<file path="config.mk">
export PLATFORM = sky130hd
export DESIGN_NAME = pwm_capture
export DESIGN_NICKNAME = d
export VERILOG_FILES = /design/src/rtl/brazo_pkg.sv /design/src/rtl/pwm_in_sync.sv /design/src/rtl/pwm_capture.sv
export SDC_FILE = /design/constraint.sdc
export NUM_CORES = 1
export LEC_CHECK = 0
export ABC_AREA = 1
export CELL_PAD_IN_SITES_DETAIL_PLACEMENT = 1
export CELL_PAD_IN_SITES_GLOBAL_PLACEMENT = 1
export CORE_ASPECT_RATIO = 1.25
export CORE_MARGIN = 2
export CORE_UTILIZATION = 47
export CTS_CLUSTER_SIZE = 20
export DETAILED_ROUTE_END_ITERATION = 8
export PLACE_DENSITY = 0.9
export SYNTH_ARGS = -nofsm -noshare
export SYNTH_HDL_FRONTEND = slang
export SYNTH_SLANG_ARGS = --single-unit
</file>
<file path="constraint.sdc">
create_clock -name clk -period 19.6 [get_ports clk]
set_clock_uncertainty 0.05 [all_clocks]
set_input_delay 4.9 -clock clk [delete_from_list [all_inputs] [get_ports clk]]
set_output_delay 4.9 -clock clk [all_outputs]
set_load 0.02 [all_outputs]
</file>
<file path="src/rtl/brazo_pkg.sv">
// Shared definitions for the arm servo blocks.
// Servo pulse limits are common to the PWM generator and capture.
package brazo_pkg;

    localparam int US_PER_S     = 1_000_000;
    localparam int SERVO_MIN_US = 1000;
    localparam int SERVO_MAX_US = 2000;

    typedef enum logic [1:0] {
        WAIT_LOW,
        WAIT_RISE,
        HIGH
    } cap_state_t;

endpackage

</file>
<file path="src/rtl/pwm_in_sync.sv">
// Two-flop synchronizer plus registered edge detector.
// Edge pulses and level are aligned to the same cycle.
module pwm_in_sync #(
    parameter logic RST_LEVEL = 1'b1
) (
    input  logic clk,
    input  logic rst_n,
    input  logic pin,
    output logic level,
    output logic rise,
    output logic fall
);

    logic s1, s2, s3;

    // Reset to RST_LEVEL so a line already high at reset shows no rise
    always_ff @(posedge clk or negedge rst_n) begin
        if (!rst_n) begin
            s1   <= RST_LEVEL;
            s2   <= RST_LEVEL;
            s3   <= RST_LEVEL;
            rise <= 1'b0;
            fall <= 1'b0;
        end else begin
            s1   <= pin;
            s2   <= s1;
            s3   <= s2;
            rise <= s2 & ~s3;
            fall <= ~s2 & s3;
        end
    end

    assign level = s3;

endmodule

</file>
<file path="src/rtl/pwm_capture.sv">
// Servo PWM high-time capture: width in us and position code.
// Partial pulses after reset, enable or timeout are discarded.
module pwm_capture
    import brazo_pkg::*;
#(
    parameter int CLK_HZ     = 50_000_000,
    parameter int TICK_DIV   = CLK_HZ / US_PER_S,
    parameter int MIN_US     = SERVO_MIN_US,
    parameter int MAX_US     = SERVO_MAX_US,
    parameter int TIMEOUT_US = 25000,
    parameter int DATA_WIDTH = 8
) (
    input  logic                  clk,
    input  logic                  rst_n,
    input  logic                  en,
    input  logic                  pwm_in,
    output logic [15:0]           width_us,
    output logic [DATA_WIDTH-1:0] data,
    output logic                  valid,
    output logic                  out_of_range,
    output logic                  no_signal
);

    localparam int TW   = $clog2(TICK_DIV + 1);
    localparam int IW   = $clog2(TIMEOUT_US + 1);
    localparam int DMAX = (2 ** DATA_WIDTH) - 1;
    localparam int SPAN = MAX_US - MIN_US;

    localparam logic [15:0]   MIN_W  = 16'(MIN_US);
    localparam logic [15:0]   MAX_W  = 16'(MAX_US);
    localparam logic [TW-1:0] TICK_L = TW'(TICK_DIV - 1);
    localparam logic [IW-1:0] TO_L   = IW'(TIMEOUT_US - 1);
    localparam logic [IW-1:0] TO_M   = IW'(TIMEOUT_US);

    logic                  level, rise, fall;
    cap_state_t            state, state_nxt;
    logic [TW-1:0]         tick_cnt;
    logic                  tick;
    logic [15:0]           hi_cnt, hi_inc, clamped;
    logic [IW-1:0]         idle_cnt;
    logic                  timeout, latch;
    logic [DATA_WIDTH-1:0] code;

    pwm_in_sync u_sync (
        .clk   (clk),
        .rst_n (rst_n),
        .pin   (pwm_in),
        .level (level),
        .rise  (rise),
        .fall  (fall)
    );

    assign tick    = en && (tick_cnt == TICK_L);
    assign timeout = tick && !(rise || fall) && (idle_cnt == TO_L);
    assign latch   = en && (state == HIGH) && fall;
    assign hi_inc  = (tick && hi_cnt != 16'hFFFF) ? hi_cnt + 16'd1 : hi_cnt;

    always_comb begin
        clamped = hi_inc;
        if (hi_inc < MIN_W)
            clamped = MIN_W;
        else if (hi_inc > MAX_W)
            clamped = MAX_W;
        // Constant divisor: folds into multiply/shift logic
        code = DATA_WIDTH'((32'(clamped - MIN_W) * DMAX) / SPAN);
    end

    always_comb begin
        state_nxt = state;
        if (!en || timeout) begin
            state_nxt = WAIT_LOW;
        end else begin
            unique case (state)
                WAIT_LOW:  if (!level) state_nxt = WAIT_RISE;
                WAIT_RISE: if (rise)   state_nxt = HIGH;
                HIGH:      if (fall)   state_nxt = WAIT_RISE;
                default:               state_nxt = WAIT_LOW;
            endcase
        end
    end

    always_ff @(posedge clk or negedge rst_n) begin
        if (!rst_n)
            state <= WAIT_LOW;
        else
            state <= state_nxt;
    end

    always_ff @(posedge clk or negedge rst_n) begin
        if (!rst_n) begin
            tick_cnt <= '0;
            hi_cnt   <= '0;
            idle_cnt <= '0;
        end else if (!en) begin
            tick_cnt <= '0;
            hi_cnt   <= '0;
            idle_cnt <= '0;
        end else begin
            if (rise || tick)
                tick_cnt <= '0;
            else
                tick_cnt <= tick_cnt + TW'(1);

            if (rise || fall)
                idle_cnt <= '0;
            else if (tick && idle_cnt != TO_M)
                idle_cnt <= idle_cnt + IW'(1);

            if (timeout)
                hi_cnt <= '0;
            else if (state == WAIT_RISE && rise)
                hi_cnt <= '0;
            else if (state == HIGH)
                hi_cnt <= hi_inc;
        end
    end

    always_ff @(posedge clk or negedge rst_n) begin
        if (!rst_n) begin
            width_us     <= '0;
            data         <= '0;
            valid        <= 1'b0;
            out_of_range <= 1'b0;
            no_signal    <= 1'b1;
        end else begin
            valid <= latch;
            if (latch) begin
                width_us     <= hi_inc;
                data         <= code;
                out_of_range <= (hi_inc < MIN_W) || (hi_inc > MAX_W);
                no_signal    <= 1'b0;
            end else if (timeout) begin
                no_signal    <= 1'b1;
            end
        end
    end

endmodule

</file>
==> reports/metrics.yaml, run 1 <==
outcome: "stopped before the end"
syn_area_per_cell_um2: 6.83
ys_types: 56
netlist.area_leader.share_pct: 14.8
synth_ff_type: "dfrtp_1"
io_buffers: 30
synth.area.top_cells: "dfrtp_1, fa_1, inv_1, nand2_1, ha_1"
synthArstFlopShare_pct: 100
fp.dieH_um: 177
ctsLongestPathBuffers: 2
haltStage: "5_1_grt"
grt_max_degree: 72
gp_congestion: 0.919
cts_root_buf: "clkbuf_16"
toolErrorMsg: "[ERROR GRT-0232] Routing congestion too high. Check the congestion heatmap in the GUI."
crit_endpoint: "data[0]$_DFFE_PN0P_/D"
ctsHtreeMaxLevel: 3
grt.total_usage_pct: 87.5
yosysTopAreaCell: "dfrtp_1"
post-place-ws_ps: -1810
cts_sinks: 71
worstEndpointType: "register data pin"
ys_ff_latch: 71
syn-instance-count: 1655
numCtsBuffers: 9
cts_hold_buf: 0
synthesis.area_um2: 11300
io_pins: 31
dp_hpwl_um: 32900
placedInstanceArea_um2: 13600
die_w_um: 143
initial_utilization_pct: 47.8
rows: 63
synth_edf_count: 0
overflow: 918
synth_warnings: 0
yosysSeqAreaShare_pct: 15.8
==> synthesized netlist by cell type (4+ instances only) <==
cell type / number
dfrtp_1: 67
inv_1: 341
ha_1: 51
a21oi_2: 4
nand2_1: 323
o21ai_0: 36
clkbuf_1: 12
nand3_4: 7
inv_4: 6
nand3b_1: 7
nand2_4: 38
xor2_1: 55
nor4_1: 9
xnor2_1: 6
nor2_1: 113
nand3_2: 28
o21bai_1: 6
nor2_4: 10
o21ai_2: 12
o211ai_1: 7
fa_1: 65
dfstp_2: 4
o21bai_2: 5
nand3_1: 124
o22ai_1: 16
nor3_1: 19
nand4_1: 26
and2_1: 4
nand2_2: 91
o21ai_1: 19
inv_2: 37
a31oi_1: 6
nor2_2: 26
a21oi_1: 40
==> stage by stage <==
stage	instances	utilization (%)
after global placement	2198	57.5
after CTS	2248	63.0
after detailed placement	2198	57.5
after floorplan	1676	-
==> routing by layer <==
layer | overflow | GRT usage (%)
met1 | 7 | 81.3
met2 | 648 | 110
met3 | 9 | 68.0
met4 | 254 | 101
met5 | 0 | 15.2
==> kinds of logic after synthesis <==
family,after synthesis,share of synthesized area [%]
xor+xnor,62,4.87
other cells,2,0.0665
buf+inv,400,13.5
simple gates,838,39.5
compound gates,166,9.15
flops,71,15.8
fa+ha+maj,116,17.2
==> repair_timing <==
action | 4_1_cts
buffers inserted | 34
pin swaps | 92
resized for setup | 152
endpoints found under the setup margin | 5
==> run 2: changes to the inputs <==
==> config.mk (replaced) <==
export PLATFORM = sky130hd
export DESIGN_NAME = pwm_capture
export DESIGN_NICKNAME = d
export VERILOG_FILES = /design/src/rtl/brazo_pkg.sv /design/src/rtl/pwm_in_sync.sv /design/src/rtl/pwm_capture.sv
export SDC_FILE = /design/constraint.sdc
export NUM_CORES = 1
export LEC_CHECK = 0
export ABC_AREA = 1
export CORE_MARGIN = 2
export CORE_UTILIZATION = 40
export DETAILED_ROUTE_END_ITERATION = 8
export PLACE_DENSITY_LB_ADDON = 0.15
export SYNTH_ARGS = -nofsm -noshare
export SYNTH_HDL_FRONTEND = slang
export SYNTH_SLANG_ARGS = --single-unit
==> run 2 against run 1 <==
  * The flow now finishes without violations
  * Area after synthesis stayed put
  * Synthesized cell count stayed put
==> reports/metrics.yaml, run 2 <==
outcome: "complete, no violations"
gp_congestion: 0.876
top_layer_used: "met4"
vias: 11000
cp-end-kind: "flop"
place_inst: 2327
period_share_pct: 96.6
start_kind: "primary input"
drt-total-wl_um: 27900
core_region_area_um2: 27800
io_pins: 31
reg_top3: "hi_cnt (16), width_us (16), idle_cnt (15)"
firstDrtPassIters: 5
synthArstFlopShare_pct: 100
cp.required_ps: 19810
ctsHtreeMaxLevel: 3
fmax_mhz: 52.8
grt_pass1_vias: 10400
syn-instance-count: 1655
met2_length_um: 14100
synth.area.top_cells: "dfrtp_1, fa_1, inv_1, nand2_1, ha_1"
grt.total_usage_pct: 18.7
grt_setup_unrepaired: "true"
io_buffers: 30
netlist.area_leader.share_pct: 14.8
setup_violations: 0
nFillCells: 2691
tightest_slew_ps: 1120
drv_cap: 0
drc: 0
ys_ff_latch: 71
ant_nets: 0
layout-drive-gt1-share_pct: 38.5
fin_cells: 2387
hold_path.class: "flop to flop"
dr_wl_met3_um: 493
synthTopCellsByCount: "inv_1, nand2_1, nand3_1, nor2_1, nand2_2"
hold_viol_final: 0
cts_sinks: 71
slowest_delay_ps: 560
initial_utilization_pct: 40.7
clk_pin_slew_ps: 60
die_w_um: 172
fin_util_pct: 56.9
synthesis.area_um2: 11300
cts_tree: "done"
drt_iter0_drc: 412
crit_type: "primary input to flop"
overflow: 0
fp.dieH_um: 172
dp_hpwl_um: 22400
yosysTopAreaCell: "dfrtp_1"
fin_nets: 2124
cts_root_buf: "clkbuf_16"
grt_max_degree: 72
crit_top_cell: "nand2_4"
wl_per_cell_um: 11.7
synth_warnings: 0
slowest_stage: "fa_1"
wl_met1_um: 13200
final_common_cell: "inv_1"
clk_latency_ps: 330
yosysMostFrequentCell: "inv_1"
yosysSeqAreaShare_pct: 15.8
holdWs_ps: 307
slew_violations: 0
dieArea_um2: 29600
grt_pass1_wl_um: 46600
synth_ff_type: "dfrtp_1"
setup_tns_ps: 0
ys_types: 56
ctsLongestPathBuffers: 2
via_per_inst: 4.62
seqCellArea_um2: 1780
final_cell_mix: "inv_1, buf_4, nand2_1"
synth_edf_count: 0
antenna_found_initial: 0
syn_area_per_cell_um2: 6.83
syn_to_final_growth_pct: 40.0
rows: 61
relSlewSlack_pct: 25.4
multi_input_area_um2: 9250
fin_crit_ps: 18930
diodes: 0
numCtsBuffers: 9
crit_fanout: 7
arrival_ps: 19150
[run 2: final cells by class]
type / instances / share of cell area (%)
flip-flops and latches: 71 / 11.3
well taps: 378 / 2.99
clock buffers: 11 / 1.53
clock inverters: 5 / 0.214
multi-input cells: 1205 / 58.5
inverters: 387 / 9.31
repair buffers: 330 / 16.2
[run 2: cell families (layout without fill, tap and decap cells)]
logic type	after synthesis	count (layout)	share of synthesized area, %
other cells	2	23	0.0665
simple gates	838	838	39.5
xor+xnor	62	62	4.87
buf+inv	400	733	13.5
flops	71	71	15.8
fa+ha+maj	116	116	17.2
compound gates	166	166	9.15
[run 2: metal layers]
metal	vias to the layer above	GRT usage [%]
met5	-	0
met4	0	2.45
met3	11	1.65
met2	106	33.7
met1	5101	25.1
li1	5808	-
[run 2: repair_timing]
| action | 4_1_cts | 5_1_grt |
|---|---|---|
| hold buffers | 0 | 0 |
| buffers inserted | 2 | 42 |
| gates cloned | 0 | 0 |
| resized for setup | 8 | 253 |
| pin swaps | 5 | 143 |
| setup endpoints to repair | 2 | 4 |
[run 2: worst paths after layout]
check | start | to | slack, ps | depth (start not counted)
hold reg to reg | u_sync.s1$_DFF_PN1_ | u_sync.s2$_DFF_PN1_ | 310 | 0
setup reg to reg | hi_cnt[1]$_DFFE_PN0P_ | data[0]$_DFFE_PN0P_ | 4320 | 121
max in group asynchronous | rst_n | hi_cnt[4]$_DFFE_PN0P_ | 14200 | 2
setup / recovery | en | data[0]$_DFFE_PN0P_ | 670 | 114
min in group asynchronous | rst_n | idle_cnt[9]$_DFFE_PN0P_ | 4710 | 2
hold / removal | u_sync.s1$_DFF_PN1_ | u_sync.s2$_DFF_PN1_ | 310 | 0
[run 2: worst max-delay path, delay by kind of cell]
kind / cells / cell delay [ps]
AOI/OAI and AO/OA: 13 / 1790
xor gates and xnor gates: 4 / 830
adders and majority gates: 6 / 2270
buffers and inverters: 19 / 1810
and+or+nand+nor: 72 / 7470
[run 2: stage by stage]
| step | area, µm² | setup WS [ps] |
|---|---|---|
| floorplan | 11400 | 765 |
| global placement | 14000 | -413 |
| detailed placement | 14000 | -677 |
| CTS | 14400 | 15.6 |
| global route | 15800 | -278 |
| finish | 15800 | 666 |
Power of run 2 is not shown: default switching activity piles up to over one toggle a cycle in this logic, so the estimate is an artifact.
==> run 3: changes to the inputs <==
--- a/config.mk
+++ b/config.mk
@@ -5,7 +5,7 @@
 export SDC_FILE = /design/constraint.sdc
 export NUM_CORES = 1
 export LEC_CHECK = 0
-export ABC_AREA = 1
+export ABC_AREA = 0
 export CORE_MARGIN = 2
 export CORE_UTILIZATION = 40
 export DETAILED_ROUTE_END_ITERATION = 8
==> run 3 against run 2 <==
  * The flow now finishes with violations (setup timing)
  * Design area rose by 16%
  * Wire length up 32%
  * Synthesized cell count down 7.4%
  * Via count grew 19%
  * Non-clock buffer count up 204
  * Utilization is 4.4 points higher
  * Highest routed layer unchanged
==> reports/metrics.yaml, run 3 <==
synthesis.area_um2: 12100
cts_tree: "done"
synthArstFlopShare_pct: 100
crit_top_cell: "buf_4"
cp-end-kind: "flop"
fin_crit_ps: 20410
relSlewSlack_pct: 39.0
ys_types: 131
cts_root_buf: "clkbuf_16"
slowest_delay_ps: 550
initial_utilization_pct: 40.8
numCtsBuffers: 9
synth_warnings: 0
grt.total_usage_pct: 23.5
via_per_inst: 5.42
crit_fanout: 8
die_w_um: 178
arrival_ps: 20580
firstDrtPassIters: 5
synth_edf_count: 0
startpoint: "en"
gp_congestion: 0.887
grt_setup_unrepaired: "true"
start_kind: "primary input"
nFillCells: 2640
syn_to_final_growth_pct: 50.5
setup_tns_ps: -1740
dieArea_um2: 31800
grt_pass1_wl_um: 62600
yosysMostFrequentCell: "nand2_1"
rows: 63
synth_ff_type: "dfrtp_1"
worstRegToRegCells: 76
drc: 0
io_buffers: 30
antenna_found_initial: 0
drv_cap: 0
ant_nets: 0
min_to: "u_sync.s2$_DFF_PN1_"
fp.dieH_um: 178
multi_input_area_um2: 11000
r2r-end: "data[0]$_DFFE_PN0P_"
clk_latency_ps: 340
grt_pass1_vias: 13300
final_cell_mix: "buf_4, nand2_1, inv_1"
rrSetupSlack_ps: 2850
setup_violations: 3
violations: "setup timing"
synthTopCellsByCount: "nand2_1, inv_1, nor2_1, o21ai_0, a21oi_1"
cp.required_ps: 19770
yosysSeqAreaShare_pct: 14.7
crit_type: "primary input to flop"
hold_depth: 0
ctsHtreeMaxLevel: 3
setup_slack_ps: -807
dp_hpwl_um: 28800
layout-drive-gt1-share_pct: 38.7
outcome: "finished with violations"
final_common_cell: "buf_4"
yosysTopAreaCell: "dfrtp_1"
io_pins: 31
wl_per_cell_um: 15.1
period_share_pct: 104
netlist.area_leader.share_pct: 13.8
grt_max_degree: 72
cts_sinks: 71
slew_violations: 0
seqCellArea_um2: 1780
syn_area_per_cell_um2: 7.93
core_region_area_um2: 29800
drt_iter0_drc: 645
rr_startpoint: "hi_cnt[3]$_DFFE_PN0P_"
synth.area.top_cells: "dfrtp_1, fa_1, ha_1, nand2_1, xnor2_1"
tightest_slew_ps: 914
fmax_mhz: 49.0
min_from: "u_sync.s1$_DFF_PN1_"
diodes: 0
clk_pin_slew_ps: 60
cts_hold_buf: 0
reg_top3: "hi_cnt (16), width_us (16), idle_cnt (15)"
syn-instance-count: 1532
hold_viol_final: 0
overflow: 0
holdWs_ps: 307
slowest_stage: "fa_1"
vias: 13200
ys_ff_latch: 71
ctsLongestPathBuffers: 2
fin_nets: 2153
hold_path.class: "flop to flop"
drt-total-wl_um: 36700
[run 3: cell types whose count changed in the layout (fill, tap and decap cells not counted), moves of 47 or more]
cell     change
nand2_2    -102
buf_4      +196
nand2_1    -141
inv_1      -189
nand2_4     -52
xnor2_1     +47
[run 3: layer usage]
layer / track usage (%) / vias to the layer above / wire length [µm]
met5: 0 / - / 0
met4: 4.67 / 0 / 700
met3: 2.26 / 62 / 958
met2: 41.9 / 221 / 18200
met1: 30.8 / 6309 / 16800
li1: - / 6576 / -
[run 3: repair_timing]
action                                 4_1_cts  5_1_grt
gates resized for setup                     83       63
pin swaps                                   54       50
setup endpoints to repair                    4        4
endpoints found under the hold margin        0        0
setup buffers                               46       18
cloned                                       0        0
[run 3: stage by stage]
step                      util (%)  worst slack (ps)  cells  area (µm²)
after floorplan                  -              -723   1553       13000
after global placement        56.2             -1470   2351       16700
after detailed placement      56.2             -1640   2351       16700
after CTS                     59.9              -453   2412       17800
after global routing          61.3             -1550   2428       18300
final                         61.3              -807   2428       18300
[run 3: how the worst max path moves through the flow]
stage / slack, ps / to / depth (start not counted)
2_1_floorplan: -720 / data[0]$_DFFE_PN0P_ / 71
3_3_place_gp: -1470 / data[0]$_DFFE_PN0P_ / 71
3_5_place_dp: -1640 / data[0]$_DFFE_PN0P_ / 73
4_1_cts: -450 / data[0]$_DFFE_PN0P_ / 74
5_1_grt: -1550 / data[0]$_DFFE_PN0P_ / 79
6_report: -810 / data[0]$_DFFE_PN0P_ / 76
[run 3: logic make-up (layout without fill, tap and decap cells)]
group	count (synthesis)	count (layout)	share of synthesized area (%)
AND/OR/NAND/NOR	542	542	23.3
XOR/XNOR	98	98	7.25
flip-flops	71	71	14.7
adder cells (fa/ha/maj)	119	119	16.2
buffers and inverters	208	693	6.88
multiplexers	29	29	2.61
other	2	23	0.0618
AO/OA/AOI/OAI	463	463	29.0
[run 3: worst max-delay path: cells and delay by family]
family | cells | cell delay (ps)
muxes | 3 | 1010
adders and majority gates | 5 | 2100
AOI/OAI and AO/OA | 26 | 4280
xor gates and xnor gates | 3 | 400
buffers and inverters | 20 | 2820
and+or+nand+nor | 19 | 5060
[run 3: final cells by class]
class	instances	share of cell area [%]
sequential	71	9.75
timing repair buffer	534	22.7
clock buffer	9	1.23
tap	390	2.67
clock inverter	7	0.698
multi-input combinational	1274	60.0
inverter	143	2.94
Power of run 3 is left out for the same reason.
